File: config.mk
export PLATFORM = sky130hd
export DESIGN_NAME = pc_unit
export DESIGN_NICKNAME = d
export VERILOG_FILES = /design/src/rtl/pc_unit.sv
export SDC_FILE = /design/constraint.sdc
export NUM_CORES = 1
export LEC_CHECK = 0
export BUFFER_PORTS_ARGS = -buffer_cell sky130_fd_sc_hd__buf_4
export CORE_MARGIN = 2
export CORE_UTILIZATION = 35
export CTS_CLUSTER_DIAMETER = 150
export DETAILED_ROUTE_END_ITERATION = 12
export PLACE_DENSITY = 0.76
export SLEW_MARGIN = 10
export SYNTH_ARGS = -nofsm -noshare
export SYNTH_HDL_FRONTEND = slang
export SYNTH_SLANG_ARGS = --single-unit
File: constraint.sdc
create_clock -name clk -period 3 [get_ports clk]
set_input_delay 0.6 -clock clk [delete_from_list [all_inputs] [get_ports clk]]
set_output_delay 0.6 -clock clk [all_outputs]
set_load 0.005 [all_outputs]
File: src/rtl/pc_unit.sv
// Program counter with an optional circular return-address stack (RAS).
// Define PC_UNIT_RAS_EN to compile in the RAS; otherwise selPC=11 selects Bus.
module pc_unit #(
    parameter int               WIDTH     = 16,
    parameter logic [WIDTH-1:0] RESET_VEC = 16'h3000,
    parameter int               RAS_DEPTH = 4
) (
    input  logic             clk,
    input  logic             reset,
    input  logic             ldPC,
    input  logic [1:0]       selPC,
    input  logic             push,
    input  logic [WIDTH-1:0] eabOut,
    input  logic [WIDTH-1:0] Bus,
    output logic [WIDTH-1:0] PCOut,
    output logic [WIDTH-1:0] pcInc,
    output logic [4:0]       rasCount,
    output logic             rasErr
);

    logic [WIDTH-1:0] pc_nxt;

    assign pcInc = PCOut + WIDTH'(1);

    always_ff @(posedge clk) begin
        if (reset) PCOut <= RESET_VEC;
        else       PCOut <= pc_nxt;
    end

`ifdef PC_UNIT_RAS_EN
    localparam int PW = $clog2(RAS_DEPTH);

    logic [WIDTH-1:0] ras_mem [RAS_DEPTH];
    logic [PW-1:0]    top_ptr, ptr_nxt, ptr_up, ptr_dn, wr_ptr;
    logic [4:0]       cnt_nxt;
    logic             err_nxt, wr_en, empty;

    assign empty = (rasCount == 5'd0);

    // Pointer wrap is explicit so non-power-of-two depths stay circular.
    always_comb begin
        ptr_up = (top_ptr == PW'(RAS_DEPTH - 1)) ? '0 : top_ptr + PW'(1);
        ptr_dn = (top_ptr == '0) ? PW'(RAS_DEPTH - 1) : top_ptr - PW'(1);
    end

    always_comb begin
        pc_nxt  = PCOut;
        cnt_nxt = rasCount;
        ptr_nxt = top_ptr;
        wr_en   = 1'b0;
        wr_ptr  = top_ptr;
        err_nxt = 1'b0;
        if (ldPC) begin
            case (selPC)
                2'b00:   pc_nxt = pcInc;
                2'b01:   pc_nxt = eabOut;
                2'b10:   pc_nxt = Bus;
                default: begin
                    if (!empty) pc_nxt = ras_mem[top_ptr];
                    else        err_nxt = 1'b1;
                end
            endcase
            if (selPC == 2'b11) begin
                if (!empty) begin
                    // Push during pop replaces the top in place.
                    if (push) begin
                        wr_en  = 1'b1;
                        wr_ptr = top_ptr;
                    end else begin
                        ptr_nxt = ptr_dn;
                        cnt_nxt = rasCount - 5'd1;
                    end
                end else if (push) begin
                    wr_en   = 1'b1;
                    wr_ptr  = ptr_up;
                    ptr_nxt = ptr_up;
                    cnt_nxt = 5'd1;
                end
            end else if (push) begin
                wr_en   = 1'b1;
                wr_ptr  = ptr_up;
                ptr_nxt = ptr_up;
                if (rasCount != 5'(RAS_DEPTH)) cnt_nxt = rasCount + 5'd1;
            end
        end
    end

    always_ff @(posedge clk) begin
        if (reset) begin
            top_ptr  <= '0;
            rasCount <= 5'd0;
            rasErr   <= 1'b0;
        end else begin
            top_ptr  <= ptr_nxt;
            rasCount <= cnt_nxt;
            rasErr   <= err_nxt;
        end
    end

    // Storage is not reset; occupancy alone defines valid entries.
    always_ff @(posedge clk) begin
        if (!reset && wr_en) ras_mem[wr_ptr] <= pcInc;
    end
`else
    logic unused_push;
    assign unused_push = push;

    always_comb begin
        pc_nxt = PCOut;
        if (ldPC) begin
            case (selPC)
                2'b00:   pc_nxt = pcInc;
                2'b01:   pc_nxt = eabOut;
                default: pc_nxt = Bus;
            endcase
        end
    end

    assign rasCount = 5'd0;
    assign rasErr   = 1'b0;
`endif

endmodule
# Word level (Yosys, flattened, before mapping)
# Index checks and enable logic that the tools add are counted.
[op_classes]
n_addsub = 1
n_eq_ne = 1
n_mux = 1
n_reduce_logical = 1
[ops]
columns = ["cell", "n"]
rows = [
  ["$pmux 16 s2", 1],
  ["$add 16x1->16 const B", 1],
  ["$eq 2x1->1 const B", 1],
  ["$logic_not 2->1", 1],
]
[word_totals]
reg_bits = 16
in_bits = 38
output_inout_bits = 38
elab_cells = 5

# Longest topological paths before layout
# Gate-level depths: netlist (run 1).
[logic_depth]
ltp_word = 2
mapped_depth = 6
depth_no_buf = 5

# Worst setup path before layout (run 1)
# OpenSTA, ideal clock, no wires.
[synth_timing]
path_kind = "register to output"
start = "reg PCOut[0]"
end = "out pcInc[14]"
t_arrival_ns = 1.609
setup_slack_ns = 0.791
path_stages_with_launch = 6
n_path_buf = 1
path_cell_list = "dfxtp_1 -> ha_1 -> clkbuf_1 -> inv_1 -> nor4_1 -> xor2_1"
[synth_via]
elab_chain_len = 1
[synth_lines]
columns = ["item", "line", "rtl"]
rows = [
  ["from (decl)", "15", "output logic [WIDTH-1:0] PCOut,"],
  ["from (signal assigned)", "27", "else PCOut <= pc_nxt;"],
  ["$add 16x1->16", "23", "assign pcInc = PCOut + WIDTH'(1);"],
  ["to (decl)", "16", "output logic [WIDTH-1:0] pcInc,"],
]
# Every way passes these cells.

# Final worst setup path (run 1)
[layout_timing]
start = "reg PCOut[2]"
end = "out pcInc[14]"
# The elaborated chain is that of the path after synthesis.

==> flow_metrics.py, run 1 <==
metrics = {
    "critical_path": {
        "worst-path-max-fanout": 8,
        "worstSetupEndpointType": "primary output",
        "crit_arrival_ns": 2.02,
        "reg2reg_depth": 4,
        "worst-setup-path-type": "flop to primary output",
        "worstPathRequired_ns": 2.40,
        "crit_path_start_kind": "flop",
    },
    "global_routing": {
        "grt.total_usage_pct": 19.3,
        "grt_pass1_vias": 1483,
        "antenna_found_initial": 0,
        "overflow": 0,
        "grt_max_degree": 24,
        "grt_first_pass_wirelength_um": 6650,
    },
    "clocking": {
        "clk_latency_ns": 0.25,
        "cts_buffer_depth": 2,
        "cts-htree-levels": 1,
        "cts_resized": 0,
        "clock_sinks": 16,
        "postCtsHoldBufs": 0,
        "clockRootBuffer": "clkbuf_8",
        "tritoncts": "done",
        "cts.clk_slew.worst_paths_ns": 0.07,
        "post_cts_buffers": 0,
        "cts_inserted_buffers": 3,
    },
    "final_layout": {
        "num_antenna_cells": 0,
        "largest_reg_flops": 16,
        "fin_nets": 279,
        "final_cell_mix": "69 x buf_4, 18 x nand2_1, 16 x dfxtp_1, 9 x nor4_1, 9 x o21ai_0",
        "top_regs": "PCOut: 16 flops",
        "final_cells": 287,
        "fill_cells": 375,
        "regMostFlops": "PCOut",
        "final_util_pct": 51.6,
        "drive_gt1_share_pct": 32.6,
        "final_common_cell": "buf_4",
        "area_growth_pct": 39.5,
    },
    "drt": {
        "routed_wl_um": 4170,
        "route.met3.wl_um": 369,
        "drc": 0,
        "wire_per_inst_um": 14.5,
        "viasPerCell": 5.79,
        "firstDrtPassIters": 4,
        "highest_layer": "met4",
        "dr_wl_met2_um": 2000,
        "drtAntennaViolNets": 0,
        "dr.first_iter.drc_count": 118,
        "routedLengthMet1_um": 1760,
        "vias": 1662,
    },
    "timing": {
        "holdWs_ns": 0.571,
        "worst_pin_slew_ns": 0.802,
        "finalCriticalPeriod_ns": 2.62,
        "maxSlewViolCount": 0,
        "clock_skew_ns": 0.00147,
        "hold_violations": 0,
        "fin_ws_ns": 0.378,
        "fin_crit_sh_pct": 87.4,
        "tns_ns": 0,
        "max_freq_mhz": 381,
        "slew_headroom_pct": 46.4,
        "rsz0062_at_grt": "false",
        "setup_violations": 0,
    },
    "run_status": {
        "status": "completed",
    },
    "synth": {
        "synth_edf_count": 0,
        "synthCells": 182,
        "yosysSeqAreaShare_pct": 23.3,
        "yosys_most_used_dff": "dfxtp_1",
        "avgSynthCellArea_sq_um": 7.55,
        "async_flop_share_pct": 0,
        "yosysUniqueCellTypes": 46,
        "ys_ff_latch": 16,
        "yosys_warnings": 0,
        "syn_area_sq_um": 1370,
    },
    "die": {
        "die_w_um": 66.7,
        "die_h_um": 66.7,
        "num_rows": 22,
        "coreArea_sq_um": 3720,
        "die-area_sq_um": 4440,
        "ios": 76,
        "start_util_pct": 37.0,
    },
    "placed_design": {
        "gp_congestion": 0.881,
        "portBuffers": 68,
        "place_ws_ns": 0.691,
        "dpl.cell_count": 283,
        "dp_hpwl_um": 3080,
    },
    "power_and_ir_drop": {
        "p_comb_share_pct": 28.4,
        "switching_share_pct": 28.9,
        "intPower_uw": 447,
        "seqPwrFrac_pct": 40.8,
        "power_density_nw_per_um2": 328,
        "power.leakage_nw": 0.834,
        "pwr-share-clk_pct": 30.8,
        "vdd_ir_drop_max_v": 0.000182,
        "p_sw_uw": 181,
    },
    "flow_run": {
        "cap_violations": 0,
    },
    "worst_hold_path": {
        "worstHoldPathCells": 2,
        "worstHoldPathType": "flop to flop",
    },
}
==> layer usage <==
layer	global-route usage, %	vias to the layer above
met3	3.38	4
met4	6.89	0
li1	-	791
met1	25.6	782
met5	0	-
met2	31.3	85
==> cells by family after synthesis <==
| logic type | Yosys count | share of synthesized area, % |
|---|---|---|
| and+or+nand+nor | 69 | 28.0 |
| adders and majority gates | 1 | 0.911 |
| muxes | 3 | 2.19 |
| other | 1 | 0.273 |
| DFF | 16 | 23.3 |
| buffers and inverters | 27 | 9.56 |
| AOI/OAI and AO/OA | 52 | 27.5 |
| xor gates and xnor gates | 13 | 8.29 |
==> area by class of cell <==
cell class              instances  area [sq um]  area share [%]
repair buffers                 69           518            27.0
inverters                       6          22.5            1.17
flip-flops and latches         16           320            16.7
clock buffers                   4          55.1            2.87
well taps                      48          60.1            3.13
multi-input cells             144           941            49.1
==> path summary, 6_finish.rpt <==
path             from   endpoint  slack, ns
max          PCOut[2]  pcInc[14]       0.38
min          PCOut[4]   PCOut[4]       0.57
max reg2reg  PCOut[2]  PCOut[14]       1.02
min reg2reg  PCOut[4]   PCOut[4]       0.57
==> per-stage QoR <==
step | total power [mW] | instance area [sq um]
5_1_grt | 0.662 | 1920
4_1_cts | 0.632 | 1920
2_1_floorplan | 0.344 | 1390
3_3_place_gp | 0.437 | 1860
6_report | 0.629 | 1920
3_5_place_dp | 0.440 | 1860
==> power groups by stage <==
stage	Clock [mW]	Sequential (mW)	Combinational (mW)
floorplan	0	0.253	0.0910
global placement	0	0.259	0.178
detailed placement	0	0.260	0.180
CTS	0.197	0.256	0.180
global route	0.205	0.260	0.197
finish	0.194	0.256	0.179
==> worst max-delay path, stage by stage (launching register included) <==
cell	delay (ns)
dfxtp_1	0.48
nand4_1	0.37
nor4_1	0.61
xor2_1	0.18
buf_4	0.13
==> synth_stat cells, types with 2 or more instances <==
cell,number,area (sq um)
o211ai_1,5,37.5
mux2i_1,3,30.0
a22oi_1,5,37.5
and3_1,4,25.0
xnor2_1,7,61.3
xor2_1,6,52.6
o21a_1,2,15.0
o311ai_0,2,17.5
a31oi_1,2,12.5
dfxtp_1,16,320
or3_1,2,12.5
nand2b_1,5,31.3
buf_4,7,52.6
nand2_1,18,67.6
or2_2,2,12.5
buf_2,3,15.0
o211a_1,2,20.0
o21ai_0,9,45.0
a311oi_1,4,35.0
a22o_1,4,35.0
nand4_1,5,31.3
o31a_1,2,17.5
a21oi_1,6,30.0
clkbuf_1,11,41.3
a41oi_1,2,17.5
nor2_1,8,30.0
nor4_1,9,56.3
nand3_1,6,30.0
nor3_1,2,10.0
inv_1,6,22.5
a211o_1,2,17.5
No activity file was read; power rests on OpenSTA's default activity.
==> inputs of run 2 (changes only) <==
Settings changed: ABC_AREA from default to 1, BUFFER_PORTS_ARGS -buffer_cell sky130_fd_sc_hd__buf_4 to default, DONT_BUFFER_PORTS from default to 1, PLACE_DENSITY 0.76 to 0.59.
==> flow_metrics.py, run 2 <==
metrics = {
    "synth": {
        "ys_ff_latch": 16,
        "yosys_warnings": 0,
        "syn_area_sq_um": 1270,
        "synthCells": 185,
        "async_flop_share_pct": 0,
        "avgSynthCellArea_sq_um": 6.86,
        "synth_top_cell_by_area": "dfxtp_1",
        "synth.most_common_cell": "nand2_1",
        "yosys-top-cells-area": "dfxtp_1 25%, nand2_1 14%, a221oi_1 6.2%",
        "synth_common_cells": "46 x nand2_1, 16 x dfxtp_1, 16 x inv_1",
        "synth_edf_count": 0,
        "yosys.area.top_type_share_pct": 25.2,
        "yosysSeqAreaShare_pct": 25.2,
        "yosysUniqueCellTypes": 31,
        "yosys_most_used_dff": "dfxtp_1",
    },
    "global_routing": {
        "overflow": 0,
        "grt_pass1_vias": 1130,
        "antenna_found_initial": 0,
        "grt.total_usage_pct": 17.6,
        "grt_max_degree": 19,
        "grt_first_pass_wirelength_um": 5690,
    },
    "drt": {
        "firstDrtPassIters": 4,
        "drtAntennaViolNets": 0,
        "drc": 0,
        "wire_per_inst_um": 15.9,
        "vias": 1201,
        "viasPerCell": 5.31,
        "routed_wl_um": 3580,
        "dr.first_iter.drc_count": 47,
    },
    "timing": {
        "max_freq_mhz": 429,
        "tns_ns": 0,
        "rsz0062_at_grt": "false",
        "fin_crit_sh_pct": 77.6,
        "worst_pin_slew_ns": 0.728,
        "hold_violations": 0,
        "clock_skew_ns": 0.00875,
        "finalCriticalPeriod_ns": 2.33,
        "fin_ws_ns": 0.671,
        "setup_violations": 0,
        "maxSlewViolCount": 0,
        "slew_headroom_pct": 51.4,
    },
    "critical_path": {
        "worst-path-max-fanout": 7,
        "reg2reg_slack_ns": 1.29,
        "crit_path_top_delay_cell": "dfxtp_1",
        "crit_path_start_kind": "flop",
        "crit_arrival_ns": 1.73,
        "crit_family": "flip-flops",
        "reg2reg_to": "PCOut[10]",
        "worstReg2RegStart": "PCOut[0]",
        "reg2reg_depth": 7,
        "slowest_delay_ns": 0.50,
        "worstPathRequired_ns": 2.40,
        "critPathBufInv": 0,
        "worst-setup-path-type": "flop to primary output",
        "worstSetupEndpointType": "primary output",
        "crit_chain": "ha_1, nand3_2, nor2_4, nand2_1, xor2_1",
    },
    "flow_run": {
        "cap_violations": 0,
    },
    "worst_hold_path": {
        "min_from": "reset",
        "holdPathEnd": "PCOut[13]",
        "worstHoldPathType": "input pin to flop",
        "worstHoldPathCells": 2,
    },
    "die": {
        "start_util_pct": 37.2,
        "die-area_sq_um": 4130,
        "die_h_um": 64.2,
        "num_rows": 21,
        "coreArea_sq_um": 3420,
        "die_w_um": 64.2,
        "ios": 76,
    },
    "clocking": {
        "postCtsHoldBufs": 0,
        "cts-htree-levels": 1,
        "cts_resized": 0,
        "clock_sinks": 16,
        "clk_latency_ns": 0.30,
        "cts_inserted_buffers": 3,
        "cts.clk_slew.worst_paths_ns": 0.11,
        "tritoncts": "done",
        "clockRootBuffer": "clkbuf_4",
        "post_cts_buffers": 0,
        "cts_buffer_depth": 2,
    },
    "final_layout": {
        "largest_reg_flops": 16,
        "drive_gt1_share_pct": 12.8,
        "fin_nets": 221,
        "final_cell_mix": "46 x nand2_1, 16 x dfxtp_1, 16 x inv_1, 15 x a21oi_1, 12 x o21ai_0",
        "fill_cells": 386,
        "area_growth_pct": 1.28,
        "final_common_cell": "nand2_1",
        "regMostFlops": "PCOut",
        "num_antenna_cells": 0,
        "top_regs": "PCOut: 16 flops",
    },
    "placed_design": {
        "portBuffers": 0,
        "dp_hpwl_um": 2640,
        "gp_congestion": 0.776,
        "place_ws_ns": 0.967,
    },
    "power_and_ir_drop": {
        "power.leakage_nw": 0.510,
        "power_density_nw_per_um2": 364,
        "vdd_ir_drop_max_v": 0.000135,
    },
    "run_status": {
        "status": "completed",
    },
}
-- run 2: changes by cell type after synthesis, moves of 8 or more --
cell,before,now
inv_1,6,16
a21oi_1,6,15
a221oi_1,1,9
nand2_1,18,46
nor4_1,9,0
clkbuf_1,11,3
-- run 2: area by class of cell --
type | count | area (sq um) | share of cell area [%]
Clock buffer | 3 | 22.5 | 1.75
Inverter | 18 | 68.8 | 5.35
Multi-Input combinational cell | 143 | 817 | 63.5
Sequential cell | 16 | 320 | 24.9
Tap cell | 46 | 57.6 | 4.47
-- run 2: per-layer routing --
layer / global-route usage, % / share of wire [%] / vias to the layer above
li1: - / - / 602
met2: 29.0 / 48 / 44
met4: 5.59 / 1.2 / 0
met1: 22.5 / 43 / 550
met5: 0 / 0 / -
met3: 4.40 / 7.4 / 5
-- run 2: per-stage QoR --
step,std cells,util [%],hold slack (ns),power [mW],area (sq um)
3_3_place_gp,223,37.0,0.583,0.351,1260
2_1_floorplan,190,-,0.540,0.341,1290
5_1_grt,226,37.7,0.392,0.497,1290
3_5_place_dp,223,37.0,0.586,0.352,1260
4_1_cts,226,37.7,0.400,0.468,1290
6_report,226,37.7,0.390,0.469,1290
-- run 2: power by group --
group	total, mW	internal [mW]	switching (mW)	leakage (nW)
Clock	0.123	0.0468	0.0767	0.0138
Combinational	0.0858	0.0339	0.0520	0.363
Sequential	0.259	0.229	0.0309	0.133
-- run 2: cell families after synthesis --
group,Yosys count,synth area share (%)
AND/OR/NAND/NOR,84,32.1
AO/OA/AOI/OAI,44,21.6
buffers and inverters,31,11.9
flip-flops,16,25.2
XOR/XNOR,8,7.88
adder cells (fa/ha/maj),1,0.985
other,1,0.295
-- run 2: worst max-delay path by stage --
stage	from	endpoint	slack, ns	cells past startpoint
6_report	PCOut[0]	pcInc[10]	0.67	5
5_1_grt	PCOut[0]	pcInc[14]	0.48	6
4_1_cts	PCOut[0]	pcInc[10]	0.64	5
3_5_place_dp	PCOut[0]	pcInc[10]	0.97	5
3_3_place_gp	PCOut[0]	pcInc[10]	0.99	5
2_1_floorplan	PCOut[0]	pcInc[14]	1.19	5
==> inputs of run 3 (changes only) <==
Clock period 3 ns to 2.41 ns, I/O delays scaled along.
==> flow_metrics.py, run 3 (synthesis results as in run 2) <==
metrics = {
    "run_status": {
        "status": "completed",
    },
    "power_and_ir_drop": {
        "power_density_nw_per_um2": 478,
        "fin_total_pwr_uw": 621,
        "vdd_ir_drop_max_v": 0.000172,
        "power.leakage_nw": 0.517,
    },
    "die": {
        "die_w_um": 64.2,
        "coreArea_sq_um": 3420,
        "num_rows": 21,
        "ios": 76,
        "die_h_um": 64.2,
        "die-area_sq_um": 4130,
        "start_util_pct": 37.2,
    },
    "critical_path": {
        "reg2reg_slack_ns": 0.70,
        "crit_arrival_ns": 1.73,
        "critPathLaunch": "PCOut[0]",
        "crit_path_end": "pcInc[10]",
        "worstPathRequired_ns": 1.93,
        "crit_path_start_kind": "flop",
        "worst-setup-path-type": "flop to primary output",
        "reg2reg_to": "PCOut[10]",
        "worst-path-max-fanout": 7,
        "reg2reg_depth": 7,
        "worstSetupEndpointType": "primary output",
        "worstReg2RegStart": "PCOut[0]",
    },
    "clocking": {
        "clock_sinks": 16,
        "cts_resized": 0,
        "postCtsHoldBufs": 0,
        "post_cts_buffers": 0,
        "clk_latency_ns": 0.29,
        "cts.clk_slew.worst_paths_ns": 0.11,
        "cts_inserted_buffers": 3,
        "cts_buffer_depth": 2,
        "tritoncts": "done",
        "clockRootBuffer": "clkbuf_4",
        "cts-htree-levels": 1,
    },
    "placed_design": {
        "portBuffers": 0,
        "placed_area_sq_um": 1260,
        "gp_congestion": 0.736,
        "dp_hpwl_um": 2620,
    },
    "drt": {
        "viasPerCell": 5.20,
        "wire_per_inst_um": 15.9,
        "routed_wl_um": 3610,
        "drtAntennaViolNets": 0,
        "dr.first_iter.drc_count": 66,
        "drc": 0,
        "vias": 1181,
        "firstDrtPassIters": 4,
    },
    "global_routing": {
        "overflow": 0,
        "antenna_found_initial": 0,
        "grt_first_pass_wirelength_um": 5720,
        "grt_max_degree": 19,
        "grt.total_usage_pct": 17.6,
        "grt_pass1_vias": 1143,
    },
    "final_layout": {
        "final_cell_mix": "46 x nand2_1, 16 x dfxtp_1, 16 x inv_1, 15 x a21oi_1, 12 x o21ai_0",
        "largest_reg_flops": 16,
        "final_util_pct": 38.1,
        "regMostFlops": "PCOut",
        "drive_gt1_share_pct": 13.3,
        "num_antenna_cells": 0,
        "top_regs": "PCOut: 16 flops",
        "area_growth_pct": 2.36,
        "final_area_sq_um": 1300,
        "fin_nets": 221,
        "fill_cells": 398,
        "final_common_cell": "nand2_1",
    },
    "timing": {
        "max_freq_mhz": 451,
        "tns_ns": 0,
        "finalCriticalPeriod_ns": 2.22,
        "worst_pin_slew_ns": 0.768,
        "hold_violations": 0,
        "setup_violations": 0,
        "maxSlewViolCount": 0,
        "rsz0062_at_grt": "false",
        "clock_skew_ns": 0.00330,
        "fin_crit_sh_pct": 92.0,
        "slew_headroom_pct": 48.7,
    },
    "flow_run": {
        "cap_violations": 0,
    },
    "worst_hold_path": {
        "worstHoldPathType": "input pin to flop",
    },
}
[run 3: changes by cell type in the layout (fill, tap and decap cells not counted), sizes merged]
| cell | change |
|---|---|
| clkbuf | +1 |
[run 3: worst min path at each step]
stage / slack, ns / from / to / depth (start not counted)
floorplan: 0.54 / PCOut[13] / PCOut[13] / 2
global placement: 0.58 / PCOut[15] / PCOut[15] / 2
detailed placement: 0.58 / reset / PCOut[12] / 2
CTS: 0.27 / reset / PCOut[12] / 2
global route: 0.26 / reset / PCOut[12] / 2
finish: 0.28 / reset / PCOut[13] / 2
[run 3: area by class of cell]
cell class                      count  area, sq um  share of cell area [%]
Clock buffer                        4         36.3                    2.79
Tap cell                           46         57.6                    4.43
Multi-Input combinational cell    143          817                    62.8
Inverter                           18         68.8                    5.29
Sequential cell                    16          320                    24.6
[run 3: through the flow]
| step | cells | hold WS (ns) | setup WS (ns) |
|---|---|---|---|
| 3_3_place_gp | 223 | 0.582 | 0.522 |
| 6_report | 227 | 0.276 | 0.194 |
| 3_5_place_dp | 223 | 0.583 | 0.507 |
| 4_1_cts | 227 | 0.271 | 0.168 |
| 2_1_floorplan | 190 | 0.540 | 0.722 |
| 5_1_grt | 227 | 0.263 | 0.0218 |
[run 3: per-layer routing]
layer | wire length, um | track usage, %
met3 | 249 | 4.05
met1 | 1640 | 23.7
met4 | 17 | 3.99
met5 | 0 | 0
met2 | 1700 | 28.5
[run 3: worst max-delay path, cell delays in order, from the launching register on]
cell and delay [ns]:
dfxtp_1 0.51, ha_1 0.27, nand3_2 0.17, nor2_4 0.18, nand2_1 0.09, xor2_1 0.23
[run 3: report_power, final]
group / internal, mW / total (mW) / switching [mW]
Sequential: 0.285 / 0.323 / 0.0388
Clock: 0.0921 / 0.190 / 0.0981
Combinational: 0.0422 / 0.108 / 0.0654
Total: 0.419 / 0.621 / 0.202
